===== config.mk =====
export PLATFORM = sky130hd
export DESIGN_NAME = tick_counter_flat
export DESIGN_NICKNAME = d
export VERILOG_FILES = /design/src/rtl/tick_counter_pkg.sv /design/src/rtl/tick_counter_if.sv /design/src/rtl/tick_prescaler.sv /design/src/rtl/tick_counter.sv /design/src/flat_wrapper.sv
export SDC_FILE = /design/constraint.sdc
export NUM_CORES = 1
export LEC_CHECK = 0
export CAP_MARGIN = 20
export CORE_ASPECT_RATIO = 1.75
export CORE_UTILIZATION = 56
export DETAILED_ROUTE_END_ITERATION = 10
export HOLD_SLACK_MARGIN = 0.05
export PLACE_DENSITY = 0.88
export SETUP_SLACK_MARGIN = 0.05
export SLEW_MARGIN = 20
export SYNTH_ARGS = -nofsm -noshare
export SYNTH_HDL_FRONTEND = slang
export SYNTH_SLANG_ARGS = --single-unit

===== constraint.sdc =====
create_clock -name clk -period 4.2 [get_ports clk]
set_input_delay 0.42 -clock clk [delete_from_list [all_inputs] [get_ports clk]]
set_output_delay 0.42 -clock clk [all_outputs]
set_load 0.005 [all_outputs]

===== src/rtl/tick_counter_pkg.sv =====
// Shared helpers for the tick_counter family of timing blocks.
//   clog2 : ceiling log2 of a positive value (clog2(1) = 0).
//   pre_w : prescaler counter width for a given divide ratio,
//           never narrower than one bit so DIV=1 still has a register.
package tick_counter_pkg;

  function automatic int clog2(input longint value);
    int r;
    r = 0;
    while ((longint'(1) << r) < value) r = r + 1;
    return r;
  endfunction

  function automatic int pre_w(input longint div);
    return (clog2(div) < 1) ? 1 : clog2(div);
  endfunction

endpackage


===== src/rtl/tick_counter_if.sv =====
// Control/status bundle between a sequencing block and tick_counter.
//   en       : prescaler advances only while high
//   up       : 1 = count up, 0 = count down (sampled on step cycles)
//   load     : synchronous load of load_val (clamped to MODULUS-1)
//   load_val : value to load
//   count    : current registered count
//   tick     : one-cycle pulse, count just stepped
//   tc       : one-cycle pulse, a step hit a boundary (wrap or saturate)
// master drives the controls, slave is the counter itself.
interface tick_counter_if #(
  parameter int WIDTH = 4
);
  logic             en;
  logic             up;
  logic             load;
  logic [WIDTH-1:0] load_val;
  logic [WIDTH-1:0] count;
  logic             tick;
  logic             tc;

  modport master (
    output en, up, load, load_val,
    input  count, tick, tc
  );

  modport slave (
    input  en, up, load, load_val,
    output count, tick, tc
  );
endinterface


===== src/rtl/tick_prescaler.sv =====
// Clock-enable prescaler: emits a one-cycle step every DIV enabled cycles.
//   clk  : system clock, rising edge
//   rst  : synchronous active-high reset, clears the phase
//   en   : phase advances only while high; holds otherwise
//   clr  : synchronous phase clear (lower priority than rst)
//   step : combinational, high when en and the phase is at DIV-1
// With DIV=1 the phase register stays at 0 and step follows en.
module tick_prescaler
  import tick_counter_pkg::*;
#(
  parameter int DIV = 100000000
) (
  input  logic clk,
  input  logic rst,
  input  logic en,
  input  logic clr,
  output logic step
);

  localparam int               PRE_W = pre_w(DIV);
  localparam logic [PRE_W-1:0] LAST  = PRE_W'(DIV - 1);

  logic [PRE_W-1:0] pre_cnt;

  assign step = en && (pre_cnt == LAST);

  // phase register: a disabled cycle freezes the phase, so a pause
  // stretches the current period instead of restarting it
  always_ff @(posedge clk) begin
    if (rst || clr) begin
      pre_cnt <= '0;
    end else if (en) begin
      pre_cnt <= (pre_cnt == LAST) ? '0 : pre_cnt + 1'b1;
    end
  end

endmodule


===== src/rtl/tick_counter.sv =====
// Modulus-N up/down counter advanced by a prescaled step enable.
//   clk : system clock, rising edge
//   rst : synchronous active-high reset, highest priority
//   bus : tick_counter_if slave (en, up, load, load_val in;
//         count, tick, tc out)
// Edge priority is rst > load > step > hold. A load clears the
// prescaler phase and swallows a coincident step. count, tick and tc
// are registered, so the pulses line up with the new count value.
module tick_counter
  import tick_counter_pkg::*;
#(
  parameter int WIDTH    = 4,
  parameter int MODULUS  = 10,
  parameter int DIV      = 100000000,
  parameter int SATURATE = 0
) (
  input logic          clk,
  input logic          rst,
  tick_counter_if.slave bus
);

  localparam logic [WIDTH-1:0] MAX = WIDTH'(MODULUS - 1);

  logic             step_p0;
  logic [WIDTH-1:0] next_p0;
  logic             bound_p0;
  logic [WIDTH-1:0] count_p1;
  logic             vld_p1;
  logic             tc_p1;

  // out-of-range loads are pulled to the top of the range so the
  // count can never leave 0..MODULUS-1
  function automatic logic [WIDTH-1:0] clamp_load(input logic [WIDTH-1:0] v);
    return (v > MAX) ? MAX : v;
  endfunction

  // returns {boundary_hit, next_count}; at a boundary the count either
  // wraps to the opposite end or holds, depending on SATURATE
  function automatic logic [WIDTH:0] step_count(input logic [WIDTH-1:0] cur,
                                                input logic             dir_up);
    logic             at_bound;
    logic [WIDTH-1:0] nxt;
    if (dir_up) begin
      at_bound = (cur == MAX);
      if (!at_bound)          nxt = cur + 1'b1;
      else if (SATURATE != 0) nxt = MAX;
      else                    nxt = '0;
    end else begin
      at_bound = (cur == '0);
      if (!at_bound)          nxt = cur - 1'b1;
      else if (SATURATE != 0) nxt = '0;
      else                    nxt = MAX;
    end
    return {at_bound, nxt};
  endfunction

  // stage 0: prescaler step and combinational next count
  tick_prescaler #(
    .DIV (DIV)
  ) u_prescaler (
    .clk  (clk),
    .rst  (rst),
    .en   (bus.en),
    .clr  (bus.load),
    .step (step_p0)
  );

  always_comb begin
    {bound_p0, next_p0} = step_count(count_p1, bus.up);
  end

  // stage 1: registered count with its tick/tc pulses
  always_ff @(posedge clk) begin
    if (rst) begin
      count_p1 <= '0;
      vld_p1   <= 1'b0;
      tc_p1    <= 1'b0;
    end else if (bus.load) begin
      count_p1 <= clamp_load(bus.load_val);
      vld_p1   <= 1'b0;
      tc_p1    <= 1'b0;
    end else if (step_p0) begin
      count_p1 <= next_p0;
      vld_p1   <= 1'b1;
      tc_p1    <= bound_p0;
    end else begin
      vld_p1   <= 1'b0;
      tc_p1    <= 1'b0;
    end
  end

  assign bus.count = count_p1;
  assign bus.tick  = vld_p1;
  assign bus.tc    = tc_p1;

endmodule


===== src/flat_wrapper.sv =====
// flat-port wrapper written by rule: the top's interface ports become plain ports
module tick_counter_flat import tick_counter_pkg::*;
#(
  parameter int WIDTH    = 4,
  parameter int MODULUS  = 10,
  parameter int DIV      = 100000000,
  parameter int SATURATE = 0
)
  (clk, rst, bus_en, bus_up, bus_load, bus_load_val, bus_count, bus_tick, bus_tc);
  tick_counter_if #(.WIDTH(WIDTH)) bus_i ();
  input logic clk;
  input logic rst;
  input wire logic [$bits(bus_i.en)-1:0] bus_en;
  input wire logic [$bits(bus_i.up)-1:0] bus_up;
  input wire logic [$bits(bus_i.load)-1:0] bus_load;
  input wire logic [$bits(bus_i.load_val)-1:0] bus_load_val;
  output wire logic [$bits(bus_i.count)-1:0] bus_count;
  output wire logic [$bits(bus_i.tick)-1:0] bus_tick;
  output wire logic [$bits(bus_i.tc)-1:0] bus_tc;
  assign bus_i.en = bus_en;
  assign bus_i.up = bus_up;
  assign bus_i.load = bus_load;
  assign bus_i.load_val = bus_load_val;
  assign bus_count = bus_i.count;
  assign bus_tick = bus_i.tick;
  assign bus_tc = bus_i.tc;
  tick_counter #(.WIDTH(WIDTH), .MODULUS(MODULUS), .DIV(DIV), .SATURATE(SATURATE)) u_core (.clk(clk), .rst(rst), .bus(bus_i));
endmodule

Yosys cells after proc, flatten, opt, wreduce, memory -nomap -nowiden
Index checks and enable logic that the tools add are counted.
Widths: inputs -> output; s select.
{ "totals": {"ff_bits": 33, "in_bits": 9, "rom_bits": 0, "n_memories": 0, "latch_bits": 0, "output_inout_bits": 6, "ramBits": 0, "word_cells": 26} }
{ "classes": {"n_reduce_logical": 6, "multipliers": 0, "n_eq_ne": 2, "magnitude_cmp": 1, "n_addsub": 3, "bitwise_logic": 1, "n_div": 0, "shifts": 0, "n_mux": 9} }
{ "ops": {"columns": ["op", "count"], "rows": [
  ["$add 27x1->27 const B", 1],
  ["$eq 27x27->1 const B", 1],
  ["$mux 27", 1],
  ["$mux 4", 6],
  ["$add 4x1->4 const B", 1],
  ["$eq 4x4->1 const B", 1],
  ["$gt 4x4->1 const B", 1],
  ["$logic_not 4->1", 1],
  ["$sub 4x1->4 const B", 1],
  ["$reduce_or 3->1", 1],
  ["$mux 1", 2],
  ["$reduce_bool 2->1", 1],
  ["$reduce_or 2->1", 1],
  ["$logic_and 1x1->1", 1],
  ["$logic_or 1x1->1", 1],
  ["$not 1->1", 1]
]} }

Longest topological paths before layout
{ "depth": {"ltp_word": 5, "depth_mapped": 7, "depth_no_buf": 6} }

Modules after synthesis
A second synthesis with hierarchy kept.
{ "unflattened": {"cells_unflattened": 198, "hier_area_um2": 1681.6} }
{ "by_module_without_submodules": {"columns": ["module", "n_inst", "area_per_inst_um2", "cells_each"], "rows": [
  ["tick_prescaler", 1, 1298.7, 152],
  ["tick_counter", 1, 382.9, 46]
]} }

Worst setup path before layout
OpenSTA, ideal clock, no wires.
{ "synth_timing": {"path_type": "input -> register", "start": "in bus_en", "end": "reg u_core.u_prescaler.pre_cnt[19]", "slack_ns": 2.445, "path_stages": 6, "required_ns": 4.086, "arrival_ns": 1.640, "n_path_buf": 1, "path_cell_list": "buf_2 > nand4_1 > nor4_2 > nand4_1 > xor2_1 > nor2_1"} }
{ "synth_rtl": {"columns": ["element", "line", "text"], "rows": [
  ["start, declared", "flat_wrapper.sv:13", "input wire logic [$bits(bus_i.en)-1:0] bus_en;"],
  ["end signal, assigned", "tick_prescaler.sv:33", "pre_cnt <= (pre_cnt == LAST) ? '0 : pre_cnt + 1'b1;"],
  ["end, declared", "tick_prescaler.sv:23", "logic [PRE_W-1:0] pre_cnt;"]
]} }

==> out/summary.md <==
* completed — outcome
* 0 — gr ovfl total
* 0.353 — Simple-Gate Fraction of Synth Area
* 5 — number of buffers inserted during clock tree synthesis
* flop — nature of the critical path endpoint
* 618 ps — Least-Margin Pin Slew
* 3260 sq um — area enclosed by the die boundary
* 363 nW/um^2 — power density of the placed cells
* 0.331 mV — worst IR drop on VDD
* 4 — TritonRoute pass-1 iters
* 0.713 mW — overall power of the completed layout
* no — setup repair after global routing missed its margin
* 0 — diode insertion count for antenna repair
* 0 — PostCTS Resize Cnt
* 33 — clock net sink count
* 6.14 — number of vias per cell after detailed routing
* 43.6 microns — Die X
* 14 — input/output buffers
* 1454 — DR vias
* 2 — H-tree level count
* 2 — depth of the worst hold-timing path
* 42 — number of design-rule violations left by the first detailed-router iteration
* u_core.u_prescaler.pre_cnt[18]$_SDFFE_PP0P_ — origin of the worst min-delay path
* 0.139 — area share of xor/xnor cells in the synthesized design
* 2 — buffer depth of the longest clock path
* u_core.u_prescaler.pre_cnt[0]$_SDFFE_PP0P_ — launching point of the worst reg2reg path
* 0 — endpoints failing hold
* 2.53 mm — DP HPWL
* u_core.u_prescaler.pre_cnt[18]$_SDFFE_PP0P_ — endpoint with the worst hold slack
* 0.0701 — synthesized-area fraction occupied by ao, oa, aoi and oai cells
* done — TritonCTS clock tree
* clkdlybuf4s50_1 — Worst path slowest cell
* 229 — count of placed standard cells including taps
* 1910 ps — final worst-path setup slack
* 1620 ps — Place WS
* simple AND/OR/NAND/NOR gates — Top delay family on crit path
* 1414 — via count of the first global-routing pass
* 238 — Filler Cells Inserted
* 0.256 — Tot GR Track Use
* 0.00737 — Post-Synth Adder-Cell Area
* 2290 ps — time the final worst path needs with I/O delays and setup
* 26 — site row count
* 0.646 nW — Leakage
* 15.8% — P&R area growth vs syn
* clkdlybuf4s50_1, nand4_1, nor4_2, nand3_1, xor2_1, nor2_1 — ordered cell list for the critical path
* 1 — Crit path buffers/inverters
* 0 — post-cts hold buffer count
* 43 — Netlist cell types
* 0 ps — accumulated negative setup slack
* flop to flop — path class of the lowest-slack min-delay path
* 437 MHz — achievable clock frequency
* 0 — number of enable flip-flop cells after synthesis
* 74.8 microns — Die Span Y
* 195 — number of cells produced by synthesis
* 6 — Worst Reg2Reg Path Length in Cells
* 0.545 — Period Utilization, post-route
* 0.00590 — proportion of synthesized area in mux cells
* 218 — count of nets after finishing
* 237 — non-filler cells, final
* 0.841 — gpl congestion
* input port — Setup crit start kind
* 0.0909 — proportion of layout cells with a drive suffix above 1
* clkbuf_8 — clock root buffer
* 300 ps — insertion delay to the later sink of the worst-skew pair
* 205 — nets in the synthesized netlist
* 0 — Async S/R FF share, synth
* 0 — Synthesis Warnings
* 0 — initial antenna violation count
* 1700 sq um — cell area after synthesis
* 2450 ps — data arrival at the endpoint of the critical path
* 15 — number of top-level design ports
* 0 — number of pins exceeding their max-slew limit in the final report
* 0 — # Post-CTS Setup Buffers
* 15.0 microns — WL per Instance
* 6.00 mm — wire length of the first global-routing pass
* 3.56 mm — total routed wirelength
* 0.586 — starting utilization of the core area
* 35 x nor2_1, 33 x dfxtp_1, 17 x nand4_1, 15 x xor2_1, 14 x clkdlybuf4s50_1 — top library cells by usage in the layout, fill and taps aside
* 33 — number of register bits inferred by synthesis
* nor2_1 — commonest non-fill, non-tap cell in the layout
* 0.585 — worst slew slack as a fraction of its limit
* 60 ps — Reg clk slew, reported paths
* 6.17 ps — Max Clock Skew
* dfxtp_1 — most common flop cell mapped by yosys
* 4370 ps — required time at the worst-slack endpoint
* 531 ps — worst hold margin
* 670 ps — slowest cell delay on critical path
* 0 — max-cap viol count
* simple AND/OR/NAND/NOR gates — main combinational cell family by area after synthesis
* 2130 ps — reg-to-reg slack, setup
* 0 — number of setup violations in the final report
* 27 — largest net degree at the start of global routing
* 0 — remaining routing DRC violations
* bus_en — startpoint of the worst setup timing path
* 2900 sq um — core outline area
* u_core.u_prescaler.pre_cnt[11]$_SDFFE_PP0P_ — endpoint of the lowest-slack register-to-register path
* input port to flop — type of the worst setup path
* 0 — antenna viol nets, final
* 10 — Max Fanout on Critical Path
* 8.70 sq um — post-synthesis average cell area
* 0.389 — proportion of synthesized chip area in sequential cells
## layout make-up
cell class	instances	area (sq um)	share of cell area
repair buffers	14	140	0.0713
inverters	5	18.8	0.00955
clock inverters	3	65.1	0.0331
well taps	28	35.0	0.0178
clock buffers	5	68.8	0.0350
multi-input cells	149	976	0.497
flip-flops and latches	33	661	0.336
## metrics by stage
stage / utilization / area [sq um]
floorplan: - / 1700
global placement: 0.632 / 1830
detailed placement: 0.632 / 1830
CTS: 0.678 / 1960
global route: 0.678 / 1960
finish: 0.678 / 1960
## worst max-delay path by stage
stage | endpoint | slack, ps | cells after the start
3_5_place_dp | u_core.u_prescaler.pre_cnt[19]$_SDFFE_PP0P_ | 1620 | 6
5_1_grt | u_core.u_prescaler.pre_cnt[19]$_SDFFE_PP0P_ | 1700 | 6
3_3_place_gp | u_core.u_prescaler.pre_cnt[19]$_SDFFE_PP0P_ | 1710 | 6
2_1_floorplan | u_core.u_prescaler.pre_cnt[19]$_SDFFE_PP0P_ | 2450 | 6
6_report | u_core.u_prescaler.pre_cnt[15]$_SDFFE_PP0P_ | 1910 | 6
4_1_cts | u_core.u_prescaler.pre_cnt[19]$_SDFFE_PP0P_ | 1930 | 6
## Yosys cell counts (3+ instances only)
| cell type | instances | area, sq um |
|---|---|---|
| xnor2_1 | 12 | 105 |
| nand4_1 | 17 | 106 |
| clkbuf_1 | 3 | 11.3 |
| a21oi_1 | 3 | 15.0 |
| xor2_1 | 15 | 131 |
| nand3_1 | 11 | 55.1 |
| nand2_1 | 11 | 41.3 |
| dfxtp_1 | 33 | 661 |
| nor3_2 | 4 | 40.0 |
| inv_1 | 5 | 18.8 |
| o21ai_0 | 4 | 20.0 |
| nor2_1 | 35 | 131 |
| nor4_1 | 4 | 25.0 |
## metal layers
layer	part of all wire	GRT usage	routed length, microns
met5	0	0	0
met4	0.054	0.219	194
met3	0.038	0.0935	134
met2	0.53	0.441	1900
met1	0.38	0.229	1340
## power breakdown
part           internal [mW]  leakage [nW]  switching, mW
Sequential             0.316         0.267        0.00596
Clock                  0.236        0.0681          0.119
Combinational         0.0183         0.311         0.0179
## sequential cells by signal, indices dropped and copies added, names as in the netlist
name / count
u_core.bus.count: 4
u_core.bus.tc: 1
u_core.bus.tick: 1
u_core.u_prescaler.pre_cnt: 27
## kinds of logic (layout without fill, tap and decap cells)
family | count (synthesis) | in the layout
AND/OR/NAND/NOR | 102 | 102
buffers and inverters | 13 | 27
flip-flops | 33 | 33
adder cells (fa/ha/maj) | 1 | 1
AO/OA/AOI/OAI | 18 | 18
XOR/XNOR | 27 | 27
multiplexers | 1 | 1
## worst min-delay path, stage by stage (launching register included)
cell and delay (ps):
dfxtp_1 340, nand3_1 70, a21boi_0 70
(Power assumes the default switching activity.)
==> edit (config.mk and constraints unchanged) <==
`WIDTH` is set to 4 in 3 places; all go to 5.
--- a/src/rtl/tick_counter_if.sv
+++ b/src/rtl/tick_counter_if.sv
@@ -8,7 +8,7 @@
 //   tc       : one-cycle pulse, a step hit a boundary (wrap or saturate)
 // master drives the controls, slave is the counter itself.
 interface tick_counter_if #(
-  parameter int WIDTH = 4
+  parameter int WIDTH = 5
 );
   logic             en;
   logic             up;
--- a/src/rtl/tick_counter.sv
+++ b/src/rtl/tick_counter.sv
@@ -9,7 +9,7 @@
 module tick_counter
   import tick_counter_pkg::*;
 #(
-  parameter int WIDTH    = 4,
+  parameter int WIDTH    = 5,
   parameter int MODULUS  = 10,
   parameter int DIV      = 100000000,
   parameter int SATURATE = 0
--- a/src/flat_wrapper.sv
+++ b/src/flat_wrapper.sv
@@ -1,7 +1,7 @@
 // flat-port wrapper written by rule: the top's interface ports become plain ports
 module tick_counter_flat import tick_counter_pkg::*;
 #(
-  parameter int WIDTH    = 4,
+  parameter int WIDTH    = 5,
   parameter int MODULUS  = 10,
   parameter int DIV      = 100000000,
   parameter int SATURATE = 0
Interface: changed (resized bus_count and bus_load_val); port bits go from 15 to 17. The function was not compared with the original's and may differ.
==> edit against the unedited design <==
The flow now finishes with violations (DRC). Wire length shrank 1.7%. Sequential cell count rose by 1. Worst setup slack got worse by 29 ps. Synthesized cell count up 8.7%. Final area increased by 0.64%. Core utilization fell by 0.33 points. Power down 13%. Non-clock buffer count rose by 2. Area after synthesis rose by 2.2%. Critical endpoint is now u_core.u_prescaler.pre_cnt[14].
==> edit: results (changes against the unedited design) <==
| Metric | Value |
|---|---|
| Ranking of synthesized cells by area | dfxtp_1 (39%), nor2_1 (10%), xor2_1 (8.1%) |
| Xor and xnor fraction of the mapped netlist area | 13.1% (-0.81 points) |
| Net Sw Frac | 22.6% (+2.5 points) |
| Outcome | complete, but fails checks |
| Violated checks | DRC |
| Synth cell count leaders | nor2_1 (46), dfxtp_1 (34), xor2_1 (16) |
| Fill count | 249 (+4.6%) |
| Complex-gate fraction of the synthesized area | 7.36% (+0.35 points) |
| Synth Area in Adders | 2.89% (+2.1 points) |
| Overall routing resource usage | 22.8% (-2.7 points) |
| Layout cells sized above 1 | 4.37% (-4.7 points) |
| Clock skew | 6.90 ps (+0.730 ps) |
| Worst Path Arrival | 2480 ps (+30 ps) |
| Placed cell area | 1890 µm² (+3.0%) |
| Vias in the first global route | 1374 (-2.8%) |
| Setup WS pre-CTS | 1570 ps (-51.3 ps) |
| DR vias | 1513 (+4.1%) |
| Starting DRT DRC Count | 47 (+12%) |
| Residual DRC count | 2 (+2) |
| First-pass GRT wire length | 5600 µm (-6.8%) |
| Count of unique library cells instantiated by Yosys | 36 (-16%) |
| HPWL Detailed | 2530 µm (about the same) |
| Wire per inst | 13.6 µm (-9.3%) |
| Maximum vdd ir drop | 336 µV (+1.5%) |
| TritonRoute pass-1 iters | 10 (+6) |
| Delay of the slowest cell on the worst path | 580 ps (-90 ps) |
[edit: power groups by stage]
stage	Combinational (mW)	Sequential (mW)	Clock (mW)
floorplan	0.0279	0.335	0
global placement	0.0442	0.338	0
detailed placement	0.0444	0.338	0
CTS	0.0447	0.331	0.250
global route	0.0492	0.331	0.260
finish	0.0444	0.331	0.243
[edit: metrics by stage]
step	total power [mW]	utilization, %	cells
final	0.619	67.5	257
after global routing	0.641	67.5	257
after CTS	0.626	67.5	257
after detailed placement	0.383	64.4	249
after global placement	0.382	64.4	249
after floorplan	0.363	-	212
[edit: kinds of logic after synthesis]
group	after synthesis
buf+inv	12
compound gates	20
fa+ha+maj	4
simple gates	114
mux	2
flops	34
xor+xnor	26
[edit: layout make-up]
| cell class | instances | area share, % |
|---|---|---|
| flip-flops and latches | 34 | 34.4 |
| clock inverters | 1 | 0.253 |
| clock buffers | 7 | 4.37 |
| well taps | 28 | 1.77 |
| multi-input cells | 166 | 50.1 |
| inverters | 5 | 0.949 |
| repair buffers | 16 | 8.10 |
[edit: tightest hold or removal path, cell delays in order (launching register included)]
cell and delay, ps:
dfxtp_1 350, xor2_1 70, nor2_1 70
[edit: final timing paths]
check / start / end / slack (ps)
setup / recovery: bus_en / u_core.u_prescaler.pre_cnt[14] / 1880
setup reg to reg: u_core.u_prescaler.pre_cnt[0] / u_core.u_prescaler.pre_cnt[14] / 2050
hold reg to reg: u_core.u_prescaler.pre_cnt[26] / u_core.u_prescaler.pre_cnt[26] / 520
hold / removal: u_core.u_prescaler.pre_cnt[26] / u_core.u_prescaler.pre_cnt[26] / 520
[edit: per-layer routing]
layer  routed length [µm]  global-route usage, %  vias to the layer above
li1                     -                      -                      767
met1                 1370                   21.5                      711
met2                 1940                   44.0                       28
met3                  103                   4.98                        7
met4                   82                   12.5                        0
met5                    0                      0                        -
